**src/rtl/stack_frame_ctrl.sv**
```systemverilog
// stack_frame_ctrl
// Call-frame manager that sits between a user and a SuperStack. It owns the
// SuperStack underflow limit (the base of the current frame) and a LIFO of
// the limits saved by each CALL, so nested frames can be entered and left.
//
// Op encoding on usr_op / stack_op:
//   0 NONE, 1 PUSH, 2 POP, 6 UNDERFLOW_RESET, 7 UNDERFLOW_RESET_PUSH
// Status encoding on stack_status: 0 NONE, 1 OVERFLOW, 2 UNDERFLOW
//
// Ports
//   clk, reset             rising-edge clock, synchronous active-high reset
//   cmd_valid / cmd_ready  frame command handshake
//   cmd, cmd_count         0 = CALL (count = arguments), 1 = RETURN (bit0 = one result)
//   done, error            one-cycle completion / rejection pulses
//   err_code               1 overflow, 2 no frame, 3 too few operands (held)
//   frame_depth            current nesting level
//   usr_op/data/offset     user stack request, forwarded only in IDLE
//   stack_op/data/offset   request to the SuperStack
//   stack_underflow_limit  current frame base
//   stack_index/out/status SuperStack feedback
//   state_dbg              current FSM state
//
// Handshake: a command is accepted on the rising edge where cmd_valid and
// cmd_ready are both high; cmd_ready is high only in IDLE, so a held
// cmd_valid is taken again only once the previous command has finished.
module stack_frame_ctrl #(
    parameter int WIDTH  = 8,
    parameter int DEPTH  = 2,
    parameter int FRAMES = 4
) (
    input  logic                         clk,
    input  logic                         reset,
    input  logic                         cmd_valid,
    output logic                         cmd_ready,
    input  logic                         cmd,
    input  logic [DEPTH:0]               cmd_count,
    output logic                         done,
    output logic                         error,
    output logic [1:0]                   err_code,
    output logic [$clog2(FRAMES+1)-1:0]  frame_depth,
    input  logic [2:0]                   usr_op,
    input  logic [WIDTH-1:0]             usr_data,
    input  logic [DEPTH:0]               usr_offset,
    output logic [2:0]                   stack_op,
    output logic [WIDTH-1:0]             stack_data,
    output logic [DEPTH:0]               stack_offset,
    output logic [DEPTH:0]               stack_underflow_limit,
    input  logic [DEPTH:0]               stack_index,
    input  logic [WIDTH-1:0]             stack_out,
    input  logic [2:0]                   stack_status,
    output logic [2:0]                   state_dbg
);
    localparam int FW = $clog2(FRAMES + 1);
    localparam int IW = (FRAMES > 1) ? $clog2(FRAMES) : 1;

    localparam logic [2:0] OP_NONE    = 3'd0;
    localparam logic [2:0] OP_UR      = 3'd6;
    localparam logic [2:0] OP_UR_PUSH = 3'd7;
    localparam logic [2:0] ST_OVERFLOW = 3'd1;

    typedef enum logic [2:0] {
        S_IDLE        = 3'd0,
        S_ERR         = 3'd1,
        S_CALL_SETTLE = 3'd2,
        S_RET_DROP    = 3'd3,
        S_RET_SETTLE  = 3'd4,
        S_DONE        = 3'd5
    } state_t;

    state_t             state_q, state_d;
    logic [DEPTH:0]     limit_q, limit_d;
    logic [DEPTH:0]     lifo_q [FRAMES];
    logic [DEPTH:0]     lifo_d [FRAMES];
    logic [FW-1:0]      depth_q, depth_d;
    logic [WIDTH-1:0]   result_q, result_d;
    logic               one_q, one_d;
    logic [1:0]         err_code_q, err_code_d;

    logic [DEPTH:0]     avail;
    logic [FW-1:0]      depth_m1;
    logic [IW-1:0]      push_idx;
    logic [IW-1:0]      pop_idx;

    // Operands belonging to the current frame.
    assign avail    = stack_index - limit_q;
    assign depth_m1 = depth_q - FW'(1);
    assign push_idx = depth_q[IW-1:0];
    assign pop_idx  = depth_m1[IW-1:0];

    assign stack_underflow_limit = limit_q;
    assign frame_depth           = depth_q;
    assign err_code              = err_code_q;
    assign state_dbg             = state_q;

    always_comb begin
        state_d      = state_q;
        limit_d      = limit_q;
        lifo_d       = lifo_q;
        depth_d      = depth_q;
        result_d     = result_q;
        one_d        = one_q;
        err_code_d   = err_code_q;
        cmd_ready    = 1'b0;
        done         = 1'b0;
        error        = 1'b0;
        stack_op     = OP_NONE;
        stack_data   = '0;
        stack_offset = '0;

        case (state_q)
            S_IDLE: begin
                cmd_ready    = 1'b1;
                stack_op     = usr_op;
                stack_data   = usr_data;
                stack_offset = usr_offset;
                if (cmd_valid) begin
                    if (!cmd) begin
                        if (depth_q == FW'(FRAMES)) begin
                            err_code_d = 2'd1;
                            state_d    = S_ERR;
                        end else if (cmd_count > avail) begin
                            err_code_d = 2'd3;
                            state_d    = S_ERR;
                        end else begin
                            // Arguments already on the stack become the
                            // bottom of the callee's frame.
                            lifo_d[push_idx] = limit_q;
                            limit_d          = stack_index - cmd_count;
                            depth_d          = depth_q + FW'(1);
                            err_code_d       = 2'd0;
                            state_d          = S_CALL_SETTLE;
                        end
                    end else begin
                        if (depth_q == '0) begin
                            err_code_d = 2'd2;
                            state_d    = S_ERR;
                        end else if (cmd_count[0] && avail == '0) begin
                            err_code_d = 2'd3;
                            state_d    = S_ERR;
                        end else begin
                            result_d   = stack_out;
                            one_d      = cmd_count[0];
                            err_code_d = 2'd0;
                            state_d    = S_RET_DROP;
                        end
                    end
                end
            end
            S_ERR: begin
                error   = 1'b1;
                state_d = S_IDLE;
            end
            S_CALL_SETTLE: begin
                state_d = S_DONE;
            end
            S_RET_DROP: begin
                // Discard the callee frame (still using the callee limit),
                // optionally re-pushing the saved result.
                stack_op   = one_q ? OP_UR_PUSH : OP_UR;
                stack_data = result_q;
                limit_d    = lifo_q[pop_idx];
                depth_d    = depth_m1;
                state_d    = S_RET_SETTLE;
            end
            S_RET_SETTLE: begin
                // Frame state stays unwound even if the re-push overflowed.
                if (stack_status == ST_OVERFLOW) begin
                    err_code_d = 2'd1;
                    state_d    = S_ERR;
                end else begin
                    state_d = S_DONE;
                end
            end
            S_DONE: begin
                done    = 1'b1;
                state_d = S_IDLE;
            end
            default: begin
                state_d = S_IDLE;
            end
        endcase
    end

    always_ff @(posedge clk) begin
        if (reset) begin
            state_q    <= S_IDLE;
            limit_q    <= '0;
            depth_q    <= '0;
            result_q   <= '0;
            one_q      <= 1'b0;
            err_code_q <= 2'd0;
            for (int i = 0; i < FRAMES; i++) begin
                lifo_q[i] <= '0;
            end
        end else begin
            state_q    <= state_d;
            limit_q    <= limit_d;
            depth_q    <= depth_d;
            result_q   <= result_d;
            one_q      <= one_d;
            err_code_q <= err_code_d;
            for (int i = 0; i < FRAMES; i++) begin
                lifo_q[i] <= lifo_d[i];
            end
        end
    end
endmodule
```
**config.mk**
```make
export PLATFORM = sky130hd
export DESIGN_NAME = stack_frame_ctrl
export DESIGN_NICKNAME = d
export VERILOG_FILES = /design/src/rtl/stack_frame_ctrl.sv
export SDC_FILE = /design/constraint.sdc
export NUM_CORES = 1
export LEC_CHECK = 0
export BUFFER_PORTS_ARGS = -buffer_cell sky130_fd_sc_hd__buf_2
export CAP_MARGIN = 40
export CORE_AREA = 2 2 62 76
export CTS_BUF_LIST = sky130_fd_sc_hd__clkbuf_16
export DETAILED_ROUTE_END_ITERATION = 7
export DIE_AREA = 0 0 64 78
export PLACE_DENSITY = 0.73
export SLEW_MARGIN = 20
export SYNTH_ARGS = -nofsm -noshare
export SYNTH_HDL_FRONTEND = slang
export SYNTH_SLANG_ARGS = --single-unit
export TNS_END_PERCENT = 50
```
**constraint.sdc**
```tcl
create_clock -name clk -period 2.7 [get_ports clk]
set_input_delay 0.54 -clock clk [delete_from_list [all_inputs] [get_ports clk]]
set_output_delay 0.54 -clock clk [all_outputs]
set_load 0.02 [all_outputs]
```
==> results of run 1 <==
==> routing by layer <==
metal,vias to the layer above,GRT usage (%),wire (µm)
li1,849,-,-
met1,789,20.9,1940
met2,56,33.3,2240
met3,9,4.35,280
met4,0,7.61,78
met5,-,0,0
==> metrics by stage <==
stage	setup WS [ns]	power, W	util (%)
floorplan	-0.0491	0.00101	-
global placement	-0.233	0.00124	55.3
detailed placement	-0.322	0.00125	55.3
CTS	0.00539	0.00190	59.4
global route	0.00654	0.00202	60.7
finish	0.133	0.00192	60.7
==> worst reg2reg max path, cell delays in order (launching register included) <==
cell      delay, ns
dfxtp_1        0.34
ha_4           0.17
fa_2           0.55
ha_4           0.21
nor2b_4        0.12
o211ai_1       0.26
buf_4          0.18
nand4_1        0.23
mux2i_1        0.23
nor2_1         0.06
==> sequential cells by signal, indices dropped and copies added (netlist names) <==
register and flops:
err_code 2, frame_depth 3, lifo_q 12, one_q 1, result_q 8, stack_underflow_limit 3
state_dbg 3
==> power by group through the flow <==
stage	combinational, W	clock [W]	sequential, W
CTS	0.000707	0.000642	0.000548
floorplan	0.000418	0	0.000587
detailed placement	0.000693	0	0.000558
global route	0.000804	0.000660	0.000553
global placement	0.000681	0	0.000558
finish	0.000740	0.000629	0.000548
==> repair_timing <==
item / in CTS / in global routing
setup endpoints to repair: 6 / 14
pin swaps: 2 / 6
gates resized for setup: 2 / 7
setup buffers: 0 / 1
==> cell usage in the layout, fill, tap and decap left out, types with 2 or more instances in the layout <==
master / Yosys / routed
nor2b_1: 4 / 3
nor2_1: 27 / 27
a21oi_1: 4 / 3
buf_4: 0 / 14
dfxtp_1: 32 / 32
and3b_1: 2 / 2
a22o_1: 9 / 9
and2_1: 6 / 6
ha_4: 0 / 3
ha_1: 10 / 7
nand2_1: 12 / 12
nor3b_1: 3 / 3
mux4_2: 3 / 3
mux2i_1: 21 / 21
o21ai_0: 5 / 5
buf_2: 1 / 61
nand4_1: 4 / 4
clkbuf_16: 0 / 5
inv_1: 9 / 9
xnor2_1: 2 / 2
or3_1: 2 / 2
a221oi_2: 1 / 4
nand3_1: 3 / 2
==> cells by family after synthesis <==
family	Yosys count	synth area share [%]
DFF	32	34.8
AOI/OAI and AO/OA	33	13.9
adders and majority gates	12	8.98
and+or+nand+nor	72	20.5
buffers and inverters	17	3.95
muxes	24	15.1
xor gates and xnor gates	4	2.65
==> how the worst max path moves through the flow <==
stage	slack [ns]	endpoint	cells past startpoint
finish	0.13	lifo_q[2]$_SDFFE_PP0P_	11
global route	0.007	lifo_q[2]$_SDFFE_PP0P_	11
CTS	0.005	stack_underflow_limit[0]$_SDFFE_PP0P_	11
detailed placement	-0.32	stack_underflow_limit[1]$_SDFFE_PP0P_	11
global placement	-0.23	stack_underflow_limit[0]$_SDFFE_PP0P_	11
floorplan	-0.05	frame_depth[1]$_SDFFE_PP0P_	9
==> area by class of cell <==
type	count	area, µm²	area share [%]
clock buffer	5	125	4.91
clock inverter	3	38.8	1.52
inverter	9	46.3	1.82
multi-input combinational	145	1210	47.4
sequential	32	641	25.1
tap	56	70.1	2.75
timing repair buffer	76	418	16.4
==> results.md, run 1 <==
- CP endpoint kind: flip-flop
- Finished Layout Cells: roughly 330
- Row cnt: 26
- Clk sink count: 32
- Worst-path cell chain: clkbuf_4 > inv_12 > ha_4 > fa_2 > ha_4 > nor2b_4 > o211ai_1 > buf_4 > nand4_1 > mux2i_1 > nor2_1
- Die Span Y: approximately 78 µm
- Share of the synthesized area in the top cell type: around a third
- # DRC: 0
- Slew Viols, Final: 0
- Vias in the first global route: around 1.6k
- Rel. slew slack: 58.4%
- Sw Ratio: ~34%
- DR vias/cell: about 5.2
- Layout Nets: 316
- Critical path fanouts, max: 3
- Count of input and output buffers: 62
- Starting density of the core: between 40% and 50%
- Hold path endpoint: err_code[0]$_SDFFE_PP0P_
- Initial antenna violation count: 0
- Synth cell types: 45
- Clock Pin Slew Worst Setup and Hold Paths: 0.05 ns
- Min Tclk post-route: 2.57 ns
- Clock power frac: roughly a third
- Switch Pwr: between 0.0006 and 0.0007 W
- GRT Overall Usage: a little under a fifth
- Vias: between 1.5k and 2k
- Tightest Pin Transition: 0.624 ns
- Max stage delay on crit path: 0.55 ns
- Core area: about 4200 µm²
- Number of flops mapped to enable cells by yosys: 0
- Worst R2R End: lifo_q[2]$_SDFFE_PP0P_
- First-pass GRT wire length: 7160 µm
- Fin. Hold Viols: 0
- TritonRoute pass-1 iters: 5
- TritonCTS clock tree: done
- Io pins: 63
- Synthesized flop and latch total: 32
- Total die area: about 5000 µm²
- Ys async rst share: 0%
- 1st-iter DRT viols: 38
- Startpoint Class: input port
- Syn_nets: approximately 240
- Worst-Skew Late Latency: between 0.2 and 0.3 ns
- R2R setup slack: around 0.22 ns
- Int Pwr: ~0.0013 W
- Commonest cells in the netlist: dfxtp_1 (32), nor2_1 (27), mux2i_1 (21)
- Remaining global-route overflow: 0
- Max_cap viols: 0
- CTS buffer count: 5
- Synth Flop Type: dfxtp_1
- RSZ-0062 raised after global routing: false
- Share of layout cells above drive strength 1: roughly two fifths
- Worst path required time: between 2 and 3 ns
- Post-route ant nets: 0
- WS Path Type: input port to flip-flop
- Worst Hold Class: flip-flop to flip-flop
- Avg Synthesized Cell Area: 9.48 µm²
- CTS Hold Buffers Added: 0
- Mapped Area: roughly 1800 µm²
- Clock skew: ~0.0015 ns
- CP top delay family: adder cells
- Cell repeated most along the worst path: ha_4
- PwrDens: around 750 nW/µm²
- H-Tree Level Count: 2
- Hold depth: 2
- Combinational share of power: between 30% and 40%
- Setup TNS: 0 ns
- Clock Tree Buf Depth: 2
- Root Buffer: clkbuf_16
- Slowest CP cell: fa_2
- Cell taking the most area after synthesis: dfxtp_1
- Outcome: complete, no violations
- Synth top area cells: dfxtp_1 (35%), mux2i_1 (11%), ha_1 (6.8%), nor2_1 (5.5%), a22o_1 (4.3%)
- Register area share after synthesis: between 30% and 40%
- Period utilization: ~95%
- Placed Area: around 2300 µm²
- Min-delay src: err_code[0]$_SDFFE_PP0P_
- Mapped Cells: between 150 and 200
- Area Growth Syn to Fin: 38.5%
- Worst VDD drop: about 0.52 mV
- Detailed Place HPWL: 3250 µm
- Number of diodes: 0
- Origin of the critical flop-to-flop path: stack_underflow_limit[0]$_SDFFE_PP0P_
- Fmax: a little under 400 MHz
- R2r worst-path depth: 9
- Cell count after placement: ~320
- Ys Warns: 0
- Design Area, Final: about 2500 µm²
- Filler Cell Count: ~350
- Most frequent cell after synthesis: dfxtp_1
- Pin count of the biggest net entering global routing: 33
- Min Hold Slack: 0.461 ns
- Crit path from: stack_index[0]
- Die X: 64 µm
- Drt total wl: approximately 4500 µm
- Wire per inst: about 14 µm
- Buf/Inv on CP: 3
- Lkg Pwr: 1.21 nW
- Seq pwr share: between 20 and 30%
- CP arrival: 2.70 ns
- Setup violations, final: 0
- Global placement routability congestion: slightly above 0.8
Note: power is estimated with default switching activity, not from simulation.
==> run 2, diff against run 1 <==
--- a/config.mk
+++ b/config.mk
@@ -5,13 +5,14 @@
 export SDC_FILE = /design/constraint.sdc
 export NUM_CORES = 1
 export LEC_CHECK = 0
+export ABC_AREA = 1
 export BUFFER_PORTS_ARGS = -buffer_cell sky130_fd_sc_hd__buf_2
 export CAP_MARGIN = 40
-export CORE_AREA = 2 2 62 76
+export CORE_AREA = 2 2 64 78
 export CTS_BUF_LIST = sky130_fd_sc_hd__clkbuf_16
 export DETAILED_ROUTE_END_ITERATION = 7
-export DIE_AREA = 0 0 64 78
-export PLACE_DENSITY = 0.73
+export DIE_AREA = 0 0 66 80
+export PLACE_DENSITY = 0.74
 export SLEW_MARGIN = 20
 export SYNTH_ARGS = -nofsm -noshare
 export SYNTH_HDL_FRONTEND = slang
==> run 2 against run 1 <==
Compared with the run above:
- setup slack improved by 0.053 ns
- global-route usage about the same
- synthesized cell count grew 54%
- critical path depth grew 5
- final area up 2.2%
- critical endpoint is now stack_underflow_limit[1]$_SDFFE_PP0P_
- die area is 5.8% higher
- sequential cell count is the same
- register-to-register slack is essentially flat
- clock skew up 0.00073 ns
- total power rose by 3.7%
- final cell count up 31%
- critical path type unchanged
==> results.md, run 2 <==
- Row cnt: 27 (+3.8%)
- Initial antenna violation count: 0 (unchanged)
- Hold depth: 2 (unchanged)
- Cell count after placement: 418 (+32%)
- Commonest cells after routing, fill and taps aside: nand2_1 (67), buf_2 (62), nor2_1 (59)
- Commonest cells in the netlist: nand2_1 (68), nor2_1 (59), inv_1 (37)
- Setup Fix Bufs, Post-CTS: 0 (unchanged)
- # DRC: 0 (unchanged)
- Total die area: 5280 µm² (+5.8%)
- Vias: 2,059 (+21%)
- Lkg Pwr: 1.42 nW (+17%)
- Top flop regs: lifo_q x12, result_q x8
- TritonCTS clock tree: done
- Largest register FFs: 12 (unchanged)
- Area Growth Syn to Fin: 28.4%
- Cell taking the most area after synthesis: dfxtp_1
- Pin count of the biggest net entering global routing: 26 (-21%)
- Mapped Area: 2030 µm² (+10%)
- Number of flops mapped to enable cells by yosys: 0 (unchanged)
- Buf/Inv on CP: 2 (-1)
- Syn_nets: 345 (+43%)
- Fmax: 398 MHz (+2.1%)
- Synth Flop Type: dfxtp_1
- TritonRoute pass-1 iters: 7 (+2)
- Avg Synthesized Cell Area: 6.80 µm² (-28%)
- Ys async rst share: 0% (unchanged)
- Max stage delay on crit path: 0.37 ns (-0.18 ns)
- Most frequent cell after synthesis: nand2_1
- Root Buffer: clkbuf_16
- CP arrival: 2.73 ns (+0.03 ns)
- CTS Hold Buffers Added: 0 (unchanged)
- Worst-path cell chain: buf_2 > inv_1 > ha_1 > fa_1 > nand3b_1 > and2_1 > ha_1 > a21oi_1 > nand2_1 > nand2_4 > nand2_2 > nand2_4 > nand2_4 > nand2_1 > nand2_1 > nor2_1
- Filler Cell Count: 438 (+25%)
- Post-route ant nets: 0 (unchanged)
- Clock Pin Slew Worst Setup and Hold Paths: 0.05 ns (about the same)
- Startpoint Class: input port
- Vias in the first global route: 1,748 (+11%)
- Worst-Skew Late Latency: 0.28 ns (about the same)
- Ys Warns: 0 (unchanged)
- Share of layout cells above drive strength 1: 26.9% (-12 points)
- Min-delay src: result_q[3]$_SDFFE_PP0P_
- Synth cell types: 32 (-29%)
- Clock Tree Buf Depth: 2 (unchanged)
- Register area share after synthesis: 31.6% (-3.2 points)
- Synthesized flop and latch total: 32 (unchanged)
- Finished Layout Cells: 426 (+31%)
- Origin of the critical flop-to-flop path: stack_underflow_limit[0]$_SDFFE_PP0P_
- Worst Hold Class: flip-flop to flip-flop
- Drt total wl: 4890 µm (+7.8%)
- Tightest Pin Transition: 0.299 ns (-0.325 ns)
- CP top delay family: simple AND/OR/NAND/NOR gates
- H-Tree Level Count: 2 (unchanged)
- Biggest register: lifo_q
- 1st-iter DRT viols: 82 (+120%)
- Synth top area cells: dfxtp_1 (32%), nand2_1 (13%), nor2_1 (11%), inv_1 (6.9%), ha_1 (6.2%)
- Period utilization: 93.1% (-2.0 points)
- Clock skew: 0.00223 ns (+0.000725 ns)
- Outcome: complete, no violations
- Critical path fanouts, max: 8 (+5)
- Share of the synthesized area in the top cell type: 31.6% (-3.2 points)
- Setup TNS: 0 ns (unchanged)
- Max_cap viols: 0 (unchanged)
- Setup violations, final: 0 (unchanged)
- Slew Viols, Final: 0 (unchanged)
- Worst VDD drop: 0.419 mV (-20%)
- Post-cts gate resize count: 0 (-2)
- R2R setup slack: 0.22 ns (about the same)
- Fin. Hold Viols: 0 (unchanged)
- Starting density of the core: 44.8% (+0.95 points)
- PwrDens: 764 nW/µm² (+1.5%)
- Detailed Place HPWL: 3700 µm (+14%)
- Global placement routability congestion: 0.808 (-2.4%)
- PnR Total Power: 0.00199 W (+3.7%)
- Layout Nets: 414 (+31%)
- Hold path endpoint: result_q[3]$_SDFFE_PP0P_
- Clk sink count: 32 (unchanged)
- Mapped Cells: 298 (+54%)
- CTS buffer count: 5 (unchanged)
- Die Span Y: 80 µm (+2.6%)
- Number of diodes: 0 (unchanged)
- Remaining global-route overflow: 0 (unchanged)
- First-pass GRT wire length: 7590 µm (+6.1%)
- DR vias/cell: 4.83 (-7.5%)
- WS Path Type: input port to flip-flop
- Finished Core Util: 57.5% (-3.2 points)
- Wire per inst: 11.5 µm (-18%)
- RSZ-0062 raised after global routing: false
- GRT Overall Usage: 18.7% (+0.047 points)
- Count of input and output buffers: 62 (unchanged)
- Die X: 66 µm (+3.1%)
- Worst path required time: 2.91 ns (+0.07 ns)
- Min Tclk post-route: 2.51 ns (-0.0532 ns)
- Worst R2R End: stack_underflow_limit[1]$_SDFFE_PP0P_
- CP endpoint kind: flip-flop
- Rel. slew slack: 80.1% (+22 points)
- Core area: 4530 µm² (+7.9%)
- R2r worst-path depth: 14 (+5)
- Most common cell after layout, fill and taps aside: nand2_1
- Slowest CP cell: fa_1
- Io pins: 63 (unchanged)
[run 2: worst max path at each step]
stage | from | end | cells past startpoint | slack, ns
finish | stack_index[0] | stack_underflow_limit[1]$_SDFFE_PP0P_ | 16 | 0.19
floorplan | stack_index[0] | stack_underflow_limit[0]$_SDFFE_PP0P_ | 14 | 0.1
detailed placement | stack_index[0] | stack_underflow_limit[0]$_SDFFE_PP0P_ | 15 | -0.17
global placement | stack_index[0] | stack_underflow_limit[2]$_SDFFE_PP0P_ | 15 | -0.09
global route | stack_index[0] | err_code[0]$_SDFFE_PP0P_ | 15 | 0.009
CTS | stack_index[0] | stack_underflow_limit[0]$_SDFFE_PP0P_ | 15 | 0.10
[run 2: area by class of cell]
type	instances	area, µm²	area share, %
well taps	58	72.6	2.79
clock inverters	3	42.5	1.63
multi-input cells	217	1200	46.1
repair buffers	69	363	13.9
clock buffers	5	125	4.81
flip-flops and latches	32	641	24.6
inverters	42	159	6.11
[run 2: cell families (layout without fill, tap and decap cells)]
logic type      count (synthesis)  in the layout  share of synthesized area [%]
simple gates                  155            155                           35.1
compound gates                 46             46                           13.6
xor+xnor                        4              4                           1.73
buf+inv                        49            119                           9.81
flops                          32             32                           31.6
fa+ha+maj                      12             12                           8.15
[run 2: power breakdown]
part	switching, W	internal, W	total (W)
logic	0.000495	0.000288	0.000782
clock network	0.000208	0.000433	0.000641
registers	0.0000410	0.000524	0.000565
[run 2: per-stage QoR]
| step | hold slack (ns) | instance area [µm²] | setup slack, ns |
|---|---|---|---|
| after floorplan | 0.456 | 2030 | 0.0950 |
| after global placement | 0.466 | 2420 | -0.0910 |
| after detailed placement | 0.471 | 2420 | -0.175 |
| after CTS | 0.484 | 2590 | 0.101 |
| after global routing | 0.505 | 2600 | 0.00936 |
| final | 0.477 | 2600 | 0.186 |
[run 2: metal layers]
layer	share of wire, %	GRT usage (%)
met4	0.45	5.71
met3	5.5	4.65
met1	45	21.7
met5	0	0
met2	49	33.3
[run 2: worst register-to-register path, stage by stage (launching register included)]
cell,delay [ns]
dfxtp_1,0.32
ha_1,0.20
fa_1,0.37
nand3b_1,0.18
and2_1,0.17
ha_1,0.30
a21oi_1,0.15
nand2_1,0.11
nand2_4,0.12
nand2_2,0.09
nand2_4,0.11
nand2_4,0.09
nand2_1,0.06
nand2_1,0.04
nor2_1,0.09
==> run 3, diff against run 2 <==
==> constraint.sdc (replaced) <==
create_clock -name clk -period 2.7 [get_ports clk]
set_input_delay 0.675 -clock clk [delete_from_list [all_inputs] [get_ports clk]]
set_output_delay 0.675 -clock clk [all_outputs]
set_load 0.02 [all_outputs]
==> run 3 against run 2 <==
Compared with the run above:
- count of clock-buffer cells in the layout unchanged
- sequential power about the same
- highest routed layer unchanged
- critical path type unchanged
- first-iteration DRC count decreased by 9.8%
- utilization increased by 0.50 points
==> results.md, run 3 (synthesized netlist as in run 2, its figures left out) <==
- Tightest Pin Transition: 0.316 ns (+0.0176 ns)
- Die Span Y: 80 µm (unchanged)
- Cell count after placement: 419 (+0.24%)
- Fin. Hold Viols: 0 (unchanged)
- Min Tclk post-route: 2.55 ns (+0.0377 ns)
- CTS buffer count: 5 (unchanged)
- H-Tree Level Count: 2 (unchanged)
- Io pins: 63 (unchanged)
- Setup violations, final: 0 (unchanged)
- Outcome: complete, no violations
- Initial antenna violation count: 0 (unchanged)
- TritonRoute pass-1 iters: 4 (-3)
- Row cnt: 27 (unchanged)
- Area Growth Syn to Fin: 29.5%
- Finished Layout Cells: 427 (+0.23%)
- Met2 Routed Length: 2440 µm (+1.1%)
- Max_cap viols: 0 (unchanged)
- Rel. slew slack: 78.9% (-1.2 points)
- Commonest cells after routing, fill and taps aside: nand2_1 (67), buf_2 (62), nor2_1 (59)
- Fmax: 392 MHz (-1.5%)
- Biggest register: lifo_q
- Share of layout cells above drive strength 1: 27.6% (+0.74 points)
- Worst path required time: 2.90 ns (about the same)
- Vias: 2,081 (+1.1%)
- DR vias/cell: 4.87 (+0.83%)
- Layout Nets: 415 (+0.24%)
- # DRC: 0 (unchanged)
- TritonCTS clock tree: done
- Multi-input gate area: 1210 µm² (+1.3%)
- Detailed Place HPWL: 3670 µm (-0.96%)
- CP endpoint kind: flip-flop
- GRT Overall Usage: 19.3% (+0.62 points)
- Startpoint Class: input port
- Count of input and output buffers: 62 (unchanged)
- 1st-iter DRT viols: 74 (-9.8%)
- First-pass GRT wire length: 7870 µm (+3.7%)
- Register area: 641 µm² (unchanged)
- Drt total wl: 4850 µm (-0.86%)
- Top flop regs: lifo_q x12, result_q x8
- Lkg Pwr: 1.42 nW (+0.21%)
- PwrDens: 759 nW/µm² (-0.59%)
- Worst Hold Class: flip-flop to flip-flop
- Clock Pin Slew Worst Setup and Hold Paths: 0.05 ns (about the same)
- Die X: 66 µm (unchanged)
- Vias in the first global route: 1,820 (+4.1%)
- Period utilization: 94.5% (+1.4 points)
- Largest register FFs: 12 (unchanged)
- Number of diodes: 0 (unchanged)
- Core area: 4530 µm² (unchanged)
- CTS Hold Buffers Added: 0 (unchanged)
- Clock Tree Buf Depth: 2 (unchanged)
- Worst-Skew Late Latency: 0.28 ns (about the same)
- Post-route ant nets: 0 (unchanged)
- Routed wl met3: 281 µm (+4.5%)
- Finished Core Util: 58.0% (+0.50 points)
- Top sig layer: met4
- RSZ-0062 raised after global routing: false
- Filler Cell Count: 449 (+2.5%)
- Total die area: 5280 µm² (unchanged)
- Global placement routability congestion: 0.812 (+0.52%)
- Root Buffer: clkbuf_16
- Clk sink count: 32 (unchanged)
- Worst VDD drop: 0.422 mV (+0.81%)
- Starting density of the core: 44.8% (unchanged)
- Clock skew: 0.00172 ns (-0.000513 ns)
- Remaining global-route overflow: 0 (unchanged)
- Pin count of the biggest net entering global routing: 26 (unchanged)
- Wire per inst: 11.4 µm (-1.1%)
- Slew Viols, Final: 0 (unchanged)
- Critical path fanouts, max: 8 (unchanged)
- WL met1: 2030 µm (-7.3%)
- CP arrival: 2.75 ns (+0.02 ns)
- Most common cell after layout, fill and taps aside: nand2_1
- WS Path Type: input port to flip-flop
## run 3: changes by cell type in the layout (fill, tap and decap cells not counted), sizes merged
cell / before / now
buf: 69 / 70
## run 3: power breakdown
| group | switching (W) | leakage [nW] | total, W | internal, W |
|---|---|---|---|---|
| sequential | 0.0000414 | 0.260 | 0.000565 | 0.000524 |
| clock | 0.000208 | 0.0798 | 0.000640 | 0.000433 |
| combinational | 0.000493 | 1.08 | 0.000788 | 0.000295 |
## run 3: timing repair
action / 4_1_cts / 5_1_grt
gates resized for setup: 0 / 2
buffers inserted: 0 / 0
endpoints found under the setup margin: 0 / 17
## run 3: through the flow
step	instance area, µm²	TNS (ns)	hold WS (ns)	setup WS, ns	power, W
floorplan	2040	0	0.456	0.0182	0.00113
global placement	2440	-2.26	0.466	-0.146	0.00134
detailed placement	2440	-3.40	0.474	-0.208	0.00135
CTS	2610	0	0.487	0.0699	0.00199
global route	2630	0	0.517	0.0165	0.00213
finish	2630	0	0.482	0.149	0.00199
## run 3: critical path, stage by stage
cell      delay (ns)
buf_2           0.07
inv_1           0.04
ha_1            0.18
fa_2            0.33
nand3b_1        0.17
and2_1          0.19
ha_4            0.28
nand3_1         0.07
nand2_1         0.13
nand2_4         0.10
nand2_2         0.11
nand2_4         0.08
nand2_4         0.11
nand2_1         0.06
a21oi_1         0.15
## run 3: layout make-up
class | count | share of cell area (%)
clock buffers | 5 | 4.77
clock inverters | 3 | 1.62
inverters | 42 | 6.05
multi-input cells | 217 | 46.3
flip-flops and latches | 32 | 24.4
well taps | 58 | 2.76
repair buffers | 70 | 14.1
## run 3: worst paths after layout
path / start / to / slack (ns) / depth (start not counted)
max reg2reg: stack_underflow_limit[0]$_SDFFE_PP0P_ / frame_depth[0]$_SDFFE_PP0P_ / 0.32 / 13
min reg2reg: result_q[4]$_SDFFE_PP0P_ / result_q[4]$_SDFFE_PP0P_ / 0.48 / 2
min: result_q[4]$_SDFFE_PP0P_ / result_q[4]$_SDFFE_PP0P_ / 0.48 / 2
max: stack_index[0] / frame_depth[0]$_SDFFE_PP0P_ / 0.15 / 15
## run 3: layer usage
metal  vias up  track usage, %
li1       1079               -
met1       937            20.9
met2        56            35.6
met3         9            4.37
met4         0            7.76
met5         -               0
